$ cat config.mk
export PLATFORM = sky130hd
export DESIGN_NAME = multicycle_ctrl
export DESIGN_NICKNAME = d
export VERILOG_FILES = /design/src/rtl/multicycle_ctrl.sv
export SDC_FILE = /design/constraint.sdc
export NUM_CORES = 1
export LEC_CHECK = 0
export CAP_MARGIN = 20
export CORE_MARGIN = 3
export CORE_UTILIZATION = 32
export DETAILED_ROUTE_END_ITERATION = 10
export GPL_ROUTABILITY_DRIVEN = 1
export GPL_TIMING_DRIVEN = 0
export PLACE_DENSITY = 0.85
export SLEW_MARGIN = 20
export SYNTH_ARGS = -nofsm -noshare
export SYNTH_HDL_FRONTEND = slang
export SYNTH_SLANG_ARGS = --single-unit
$ cat constraint.sdc
create_clock -name clk_i -period 2.6 [get_ports clk_i]
set_input_delay 0.26 -clock clk_i [delete_from_list [all_inputs] [get_ports clk_i]]
set_output_delay 0.26 -clock clk_i [all_outputs]
set_load 0.01 [all_outputs]
$ cat src/rtl/multicycle_ctrl.sv
// Multi-cycle RV32 controller: sequences fetch/decode/execute/memory/write-back over one shared datapath.
// Define MULTICYCLE_CTRL_PERF_EN to build the retired-instruction counter; otherwise instr_count_o is 0.
module multicycle_ctrl (
  input  logic        clk_i,
  input  logic        rst_i,
  input  logic        start_i,
  input  logic [31:0] instr_i,
  input  logic        zero_i,
  input  logic        mem_ack_i,
  output logic        mem_req_o,
  output logic        mem_we_o,
  output logic        mem_addr_sel_o,
  output logic        ir_write_o,
  output logic        pc_write_o,
  output logic        pc_src_o,
  output logic        alu_src_a_o,
  output logic [1:0]  alu_src_b_o,
  output logic [1:0]  alu_op_o,
  output logic [2:0]  imm_sel_o,
  output logic        reg_write_o,
  output logic        wb_sel_o,
  output logic [2:0]  state_o,
  output logic        busy_o,
  output logic        illegal_o,
  output logic [31:0] instr_count_o
);

  typedef enum logic [2:0] {
    ST_IDLE   = 3'd0,
    ST_FETCH  = 3'd1,
    ST_DECODE = 3'd2,
    ST_EX     = 3'd3,
    ST_MEM    = 3'd4,
    ST_WB     = 3'd5,
    ST_HALT   = 3'd6
  } state_t;

  localparam logic [6:0] OP_R   = 7'b0110011;
  localparam logic [6:0] OP_I   = 7'b0010011;
  localparam logic [6:0] OP_LD  = 7'b0000011;
  localparam logic [6:0] OP_SD  = 7'b0100011;
  localparam logic [6:0] OP_BEQ = 7'b1100011;

  state_t     state_q;
  state_t     state_d;
  logic [6:0] op_q;

  // Only the opcode field steers the sequence; the rest belongs to the datapath.
  logic unused_instr_bits;
  assign unused_instr_bits = ^instr_i[31:7];

  // NOTE: sequential state uses non-blocking assignments so every flop samples pre-edge values.
  always_ff @(posedge clk_i) begin
    if (rst_i) begin
      state_q <= ST_IDLE;
      op_q    <= '0;
    end else begin
      state_q <= state_d;
      if (state_q == ST_DECODE) begin
        op_q <= instr_i[6:0];
      end
    end
  end

  // NOTE: every output and state_d gets a default first so no path infers a latch.
  always_comb begin
    state_d        = state_q;
    mem_req_o      = 1'b0;
    mem_we_o       = 1'b0;
    mem_addr_sel_o = 1'b0;
    ir_write_o     = 1'b0;
    pc_write_o     = 1'b0;
    pc_src_o       = 1'b0;
    alu_src_a_o    = 1'b0;
    alu_src_b_o    = 2'b00;
    alu_op_o       = 2'b00;
    reg_write_o    = 1'b0;
    wb_sel_o       = 1'b0;
    illegal_o      = 1'b0;

    case (state_q)
      ST_IDLE: begin
        if (start_i) begin
          state_d = ST_FETCH;
        end
      end

      ST_FETCH: begin
        mem_req_o   = 1'b1;
        alu_src_b_o = 2'b01;
        if (mem_ack_i) begin
          ir_write_o = 1'b1;
          pc_write_o = 1'b1;
          state_d    = ST_DECODE;
        end
      end

      ST_DECODE: begin
        case (instr_i[6:0])
          OP_R, OP_I, OP_LD, OP_SD, OP_BEQ: state_d = ST_EX;
          default:                          state_d = ST_HALT;
        endcase
      end

      ST_EX: begin
        alu_src_a_o = 1'b1;
        case (op_q)
          OP_R: begin
            alu_src_b_o = 2'b00;
            alu_op_o    = 2'b10;
            state_d     = ST_WB;
          end
          OP_I: begin
            alu_src_b_o = 2'b10;
            alu_op_o    = 2'b10;
            state_d     = ST_WB;
          end
          OP_LD, OP_SD: begin
            alu_src_b_o = 2'b10;
            alu_op_o    = 2'b00;
            state_d     = ST_MEM;
          end
          OP_BEQ: begin
            alu_src_b_o = 2'b00;
            alu_op_o    = 2'b01;
            if (zero_i) begin
              pc_write_o = 1'b1;
              pc_src_o   = 1'b1;
            end
            state_d = ST_FETCH;
          end
          default: state_d = ST_HALT;
        endcase
      end

      ST_MEM: begin
        mem_req_o      = 1'b1;
        mem_addr_sel_o = 1'b1;
        mem_we_o       = (op_q == OP_SD);
        if (mem_ack_i) begin
          state_d = (op_q == OP_SD) ? ST_FETCH : ST_WB;
        end
      end

      ST_WB: begin
        reg_write_o = 1'b1;
        wb_sel_o    = (op_q == OP_LD);
        state_d     = ST_FETCH;
      end

      ST_HALT: begin
        illegal_o = 1'b1;
      end

      default: state_d = ST_IDLE;
    endcase
  end

  // Immediate format follows the latched opcode, independent of state.
  always_comb begin
    case (op_q)
      OP_I, OP_LD: imm_sel_o = 3'b001;
      OP_SD:       imm_sel_o = 3'b010;
      OP_BEQ:      imm_sel_o = 3'b011;
      default:     imm_sel_o = 3'b000;
    endcase
  end

  assign state_o = state_q;
  assign busy_o  = (state_q == ST_FETCH) || (state_q == ST_DECODE) || (state_q == ST_EX) ||
                   (state_q == ST_MEM)   || (state_q == ST_WB);

`ifdef MULTICYCLE_CTRL_PERF_EN
  logic        retire;
  logic [31:0] count_q;

  assign retire = (state_q == ST_WB) ||
                  ((state_q == ST_MEM) && (op_q == OP_SD) && mem_ack_i) ||
                  ((state_q == ST_EX) && (op_q == OP_BEQ));

  always_ff @(posedge clk_i) begin
    if (rst_i) begin
      count_q <= '0;
    end else if (retire) begin
      count_q <= count_q + 32'd1;
    end
  end

  assign instr_count_o = count_q;
`else
  assign instr_count_o = '0;
`endif

endmodule

# ---- Word level (Yosys, flattened, before mapping)
# Index checks and enable logic that the tools add are counted.
dict set report totals {
  input_bits 37
  romBits 0
  word_cells 59
  mem_count 0
  regBits 10
  output_inout_bits 53
  latchBits 0
  mem_bits_rw 0
}
dict set report classes {
  div_mod_pow 0
  addsub 0
  n_reduce_logical 12
  n_mul 0
  n_lt_le_gt_ge 0
  muxes 25
  shift 0
  n_bitwise 1
  n_eq_ne 19
}
# cell count
set op_table {}
lappend op_table {{7-bit by 6-bit == test with 1-bit output (second input constant)} 4}
lappend op_table {{3-bit one-hot mux with 7 select lines} 1}
lappend op_table {{3-bit 2-to-1 mux} 5}
lappend op_table {{7-bit by 2-bit == test with 1-bit output (second input constant)} 2}
lappend op_table {{7-bit by 5-bit == test with 1-bit output (second input constant)} 2}
lappend op_table {{7-bit == test (second input constant)} 2}
lappend op_table {{1-bit 2-to-1 mux} 12}
lappend op_table {{3-bit == test (second input constant)} 3}
lappend op_table {{3-bit one-hot mux with 3 select lines} 1}
lappend op_table {{2-bit one-hot mux with 2 select lines} 2}
lappend op_table {{2-bit OR reduction} 4}
lappend op_table {{3-bit by 2-bit == test with 1-bit output (second input constant)} 2}
lappend op_table {{2-bit != test (second input constant)} 3}
lappend op_table {{2-bit one-hot mux with 3 select lines} 1}
lappend op_table {{5-bit OR reduction} 1}
lappend op_table {{1-bit logical OR} 4}
lappend op_table {{2-bit 2-to-1 mux} 2}
lappend op_table {{4-bit AND reduction} 1}
lappend op_table {{3-bit by 1-bit == test with 1-bit output (second input constant)} 1}
lappend op_table {{3-bit zero test} 1}
lappend op_table {{3-bit OR reduction} 1}
lappend op_table {{1-bit one-hot mux with 2 select lines} 1}
lappend op_table {{1-bit inverter} 1}

# ---- Longest topological paths before layout
dict set report depth {
  depth_word 5
  ltp_mapped 5
  depth_no_buf 4
}

# ---- Least setup slack after synthesis
# Ideal clock, no wire load.
dict set report synth_timing {
  path_kind {reg2out}
  startpoint {register state_q[2] (netlist: state_o[2])}
  endpoint {output pc_write_o}
  path_buffers 1
  t_arrival_ns 1.369
  stages_incl_launch_ff 6
  slack_ns 0.971
  required_time_ns 2.340
  path_cell_list {dfxtp_1 -> buf_6 -> nand3b_1 -> nor3_2 -> and2_1 -> or2_1}
}
dict set report synth_between {
  elab_chain_cells 2
  elab_cells_between_ends 3
  cone_classes {eq/ne: 2; mux: 1}
}
# element line
set synth_rtl {}
lappend synth_rtl {{from (decl)} 44} ;# state_t state_q;
lappend synth_rtl {{from (signal assigned)} 58} ;# state_q <= state_d;
lappend synth_rtl {{3-bit by 2-bit == test with 1-bit output or 3-bit by 1-bit == test with 1-bit output (tied branches)} 81} ;# case (state_q)
lappend synth_rtl {{1-bit one-hot mux with 2 select lines (*)} 81}
lappend synth_rtl {{to (decl)} 14} ;# output logic pc_write_o,
# Mark *: on every way between the ends. The rest lies on a longest branch, timed or not.

# ---- Worst setup path after layout
dict set report layout_timing {
  startpoint {register state_q[1] (netlist: state_o[1])}
  endpoint {output pc_write_o}
}
# The elaborated chain is that of the path after synthesis.

==> impl_results.md <==
* Status: finished clean
* Post_cts resized at 0
* R2R setup slack at ~1.2 ns
* CTS H-tree depth at 1
* Crit path kind: reg2out
* Synth top area cells: buf_4 (27%), dfxtp_1 (21%), mux2i_1 (7.4%)
* Crit path cell chain: nand3b_1, nor3_2, and2_1, or2_1, clkdlybuf4s50_1
* Final hold vios at 0
* Ys Warns at 0
* CP bufs+invs at 1
* Post-synth EDFFs at 0
* WL met3 at roughly 200 um
* Layout area overhead at 52.0%
* Die Height at 60.4 um
* # hold bufs at CTS at 0
* CORE AREA at between 0.002 and 0.003 mm^2
* Sequential area share after synthesis at between 20% and 30%
* Worst Hold Class: reg2reg
* IO Pins at 90
* Leak pwr at approximately 0.69 nW
* Clock root buffer: clkbuf_4
* Skew-Pair Late Insertion Delay at ~0.25 ns
* Final Util at approximately 52%
* CP required at between 2 and 2.5 ns
* Chip Width at between 60 and 70 um
* Area share of the largest cell type after synthesis at a little over a quarter
* Hold Path Origin: op_q[2]
* Largest stage delay on the critical path at about 0.52 ns
* RSZ-0062 raised after global routing: false
* Vias in the first global route at about 720
* Clk buf depth at 2
* Avg Inst Size Synth at slightly below 8 um^2
* Multi-input gate area at around 560 um^2
* PnR worst setup slack at 0.343 ns
* Async set-reset flop share out of synthesis at 0%
* Routed wl met2 at about 1100 um
* Clk slew on worst S/H paths at 0.06 ns
* Final Cycle Share at about 87%
* Setup crit start: state_o[1]
* CP Data Arrival Time at 2.00 ns
* Total Wirelength at between 2000 and 2500 um
* Synth unique cells at 35
* Dpl ws at about 0.6 ns
* Netlist Area Pre-Place at 946 um^2
* DR iter-0 viols at 22
* Cell Area, Placed at approximately 0.0014 mm^2
* CTS tree: built
* Routed vias/inst at about 4.2
* Final setup fails at 0
* Largest area contributor in the netlist: buf_4
* Startpoint types: flop
* FILL cells at 270
* DRC errors left at 0
* Largest net degree at the start of global routing at 11
* CP Capture Type: primary output
* Worst path slowest cell: clkdlybuf4s50_1
* Sink Count at 10
* Max cap viols at 0
* M1 WL at between 700 and 800 um
* DP HPWL at between 1500 and 2000 um
* Nets at ~230
* Synthesized flop and latch total at 10
* Layout cells sized above 1 at a little over a quarter
* Max-slew violation count at 0
* Ant. Diodes at 0
* Clk_skew at about 0.0035 ns
* Peak Freq at approximately 0.44 GHz
* Drt wl/cell at around 9.6 um
* WHS at between 0.4 and 0.5 ns
* Main flop type after synthesis: dfxtp_1
* Rows at 19
* Fin area at 0.00144 mm^2
* Routability congestion estimate at 0.767
* Period minus WS final at about 2.3 ns
* Syn Inst Count at 120
* ANT nets after route at 0
* Peak supply drop at 0.000666 V
* Initial Utilization at 34.0%
* Critical R2R Launch: state_o[1]
* CTS Buf Count at 3
* Port bufs at 31
* CP delay by family, top: simple AND/OR/NAND/NOR gates
* Total congestion overflow at 0
* Crit path max fanout at 7
* DIE AREA at between 0.003 and 0.004 mm^2
* Vias post-DR at approximately 900
* Total track usage at around 11%
* Register area at approximately 200 um^2
* First-pass GRT wire length at 3150 um
* DRT Pass-1 Iters at 4
* Initial antenna violation count at 0
* Post-CTS Setup Inserts at 0
* Top sig layer: met4
* Power Dens Cells at 719 mW/mm^2
* Setup TNS at 0 ns
[registers in the layout, summed over array words and instances (netlist names)]
| name | count |
|---|---|
| op_q | 7 |
| state_o | 3 |
[cell usage after synthesis, types with 2 or more instances]
cell	count
buf_6	2
nand2_1	2
a21oi_1	5
buf_2	2
nand3b_1	2
nor3_1	4
or2_2	2
o21ai_0	2
a31oi_1	2
and3_1	2
dfxtp_1	10
mux2i_1	7
inv_1	5
buf_4	34
nand2b_1	4
nand3_1	3
nor2_1	14
[worst paths after layout]
check | cells past startpoint | end
setup / recovery | 5 | pc_write_o
hold / removal | 2 | op_q[2]
setup reg to reg | 4 | state_o[0]
hold reg to reg | 2 | op_q[2]
[power breakdown]
part | internal, mW | leakage [nW] | switching (mW)
logic | 0.366 | 0.594 | 0.324
clock network | 0.0529 | 0.0138 | 0.0439
registers | 0.200 | 0.0816 | 0.0469
[worst min-delay path: stages (launching register included)]
cell     delay (ns)
dfxtp_1        0.32
mux2i_1        0.06
nor2_1         0.07
[stage by stage]
step	power, mW	std cells
final	1.03	217
after global routing	1.12	217
after CTS	1.04	217
after detailed placement	0.937	214
after global placement	0.926	214
after floorplan	0.699	152
[placed cells by master, fill, tap and decap left out, drive strengths merged, types with 2 or more instances in the layout]
cell and instances:
buf 38, nand3 3, clkdlybuf4s50 31, nor3 5, mux2i 7, conb 33
a21oi 5, inv 5, nor2 15, a311oi 2, a31oi 2, dfxtp 10
nand2 2, nand2b 5, and3 2, clkbuf 4, or2 3, or3 2
nand3b 2, o21ai 2
[per-layer routing]
layer / up-vias / global-route usage (%)
met2: 38 / 20.4
met1: 386 / 12.8
met4: 0 / 4.75
li1: 477 / -
met3: 2 / 2.55
met5: - / 0
[logic make-up (layout without fill, tap and decap cells)]
group,Yosys count,after routing,share of synthesized area (%)
multiplexers,7,7,7.41
flip-flops,10,10,21.2
other,1,33,0.396
AO/OA/AOI/OAI,16,16,13.1
AND/OR/NAND/NOR,42,42,25.1
buffers and inverters,44,78,32.8
[layout make-up]
| type | count | area share, % |
|---|---|---|
| Tap cell | 31 | 2.70 |
| Buffer | 39 | 20.3 |
| Multi-Input combinational cell | 98 | 38.6 |
| Sequential cell | 10 | 13.9 |
| Timing Repair Buffer | 31 | 21.6 |
| Inverter | 5 | 1.31 |
| Clock buffer | 3 | 1.57 |
No activity file was read; power rests on OpenSTA's default activity.
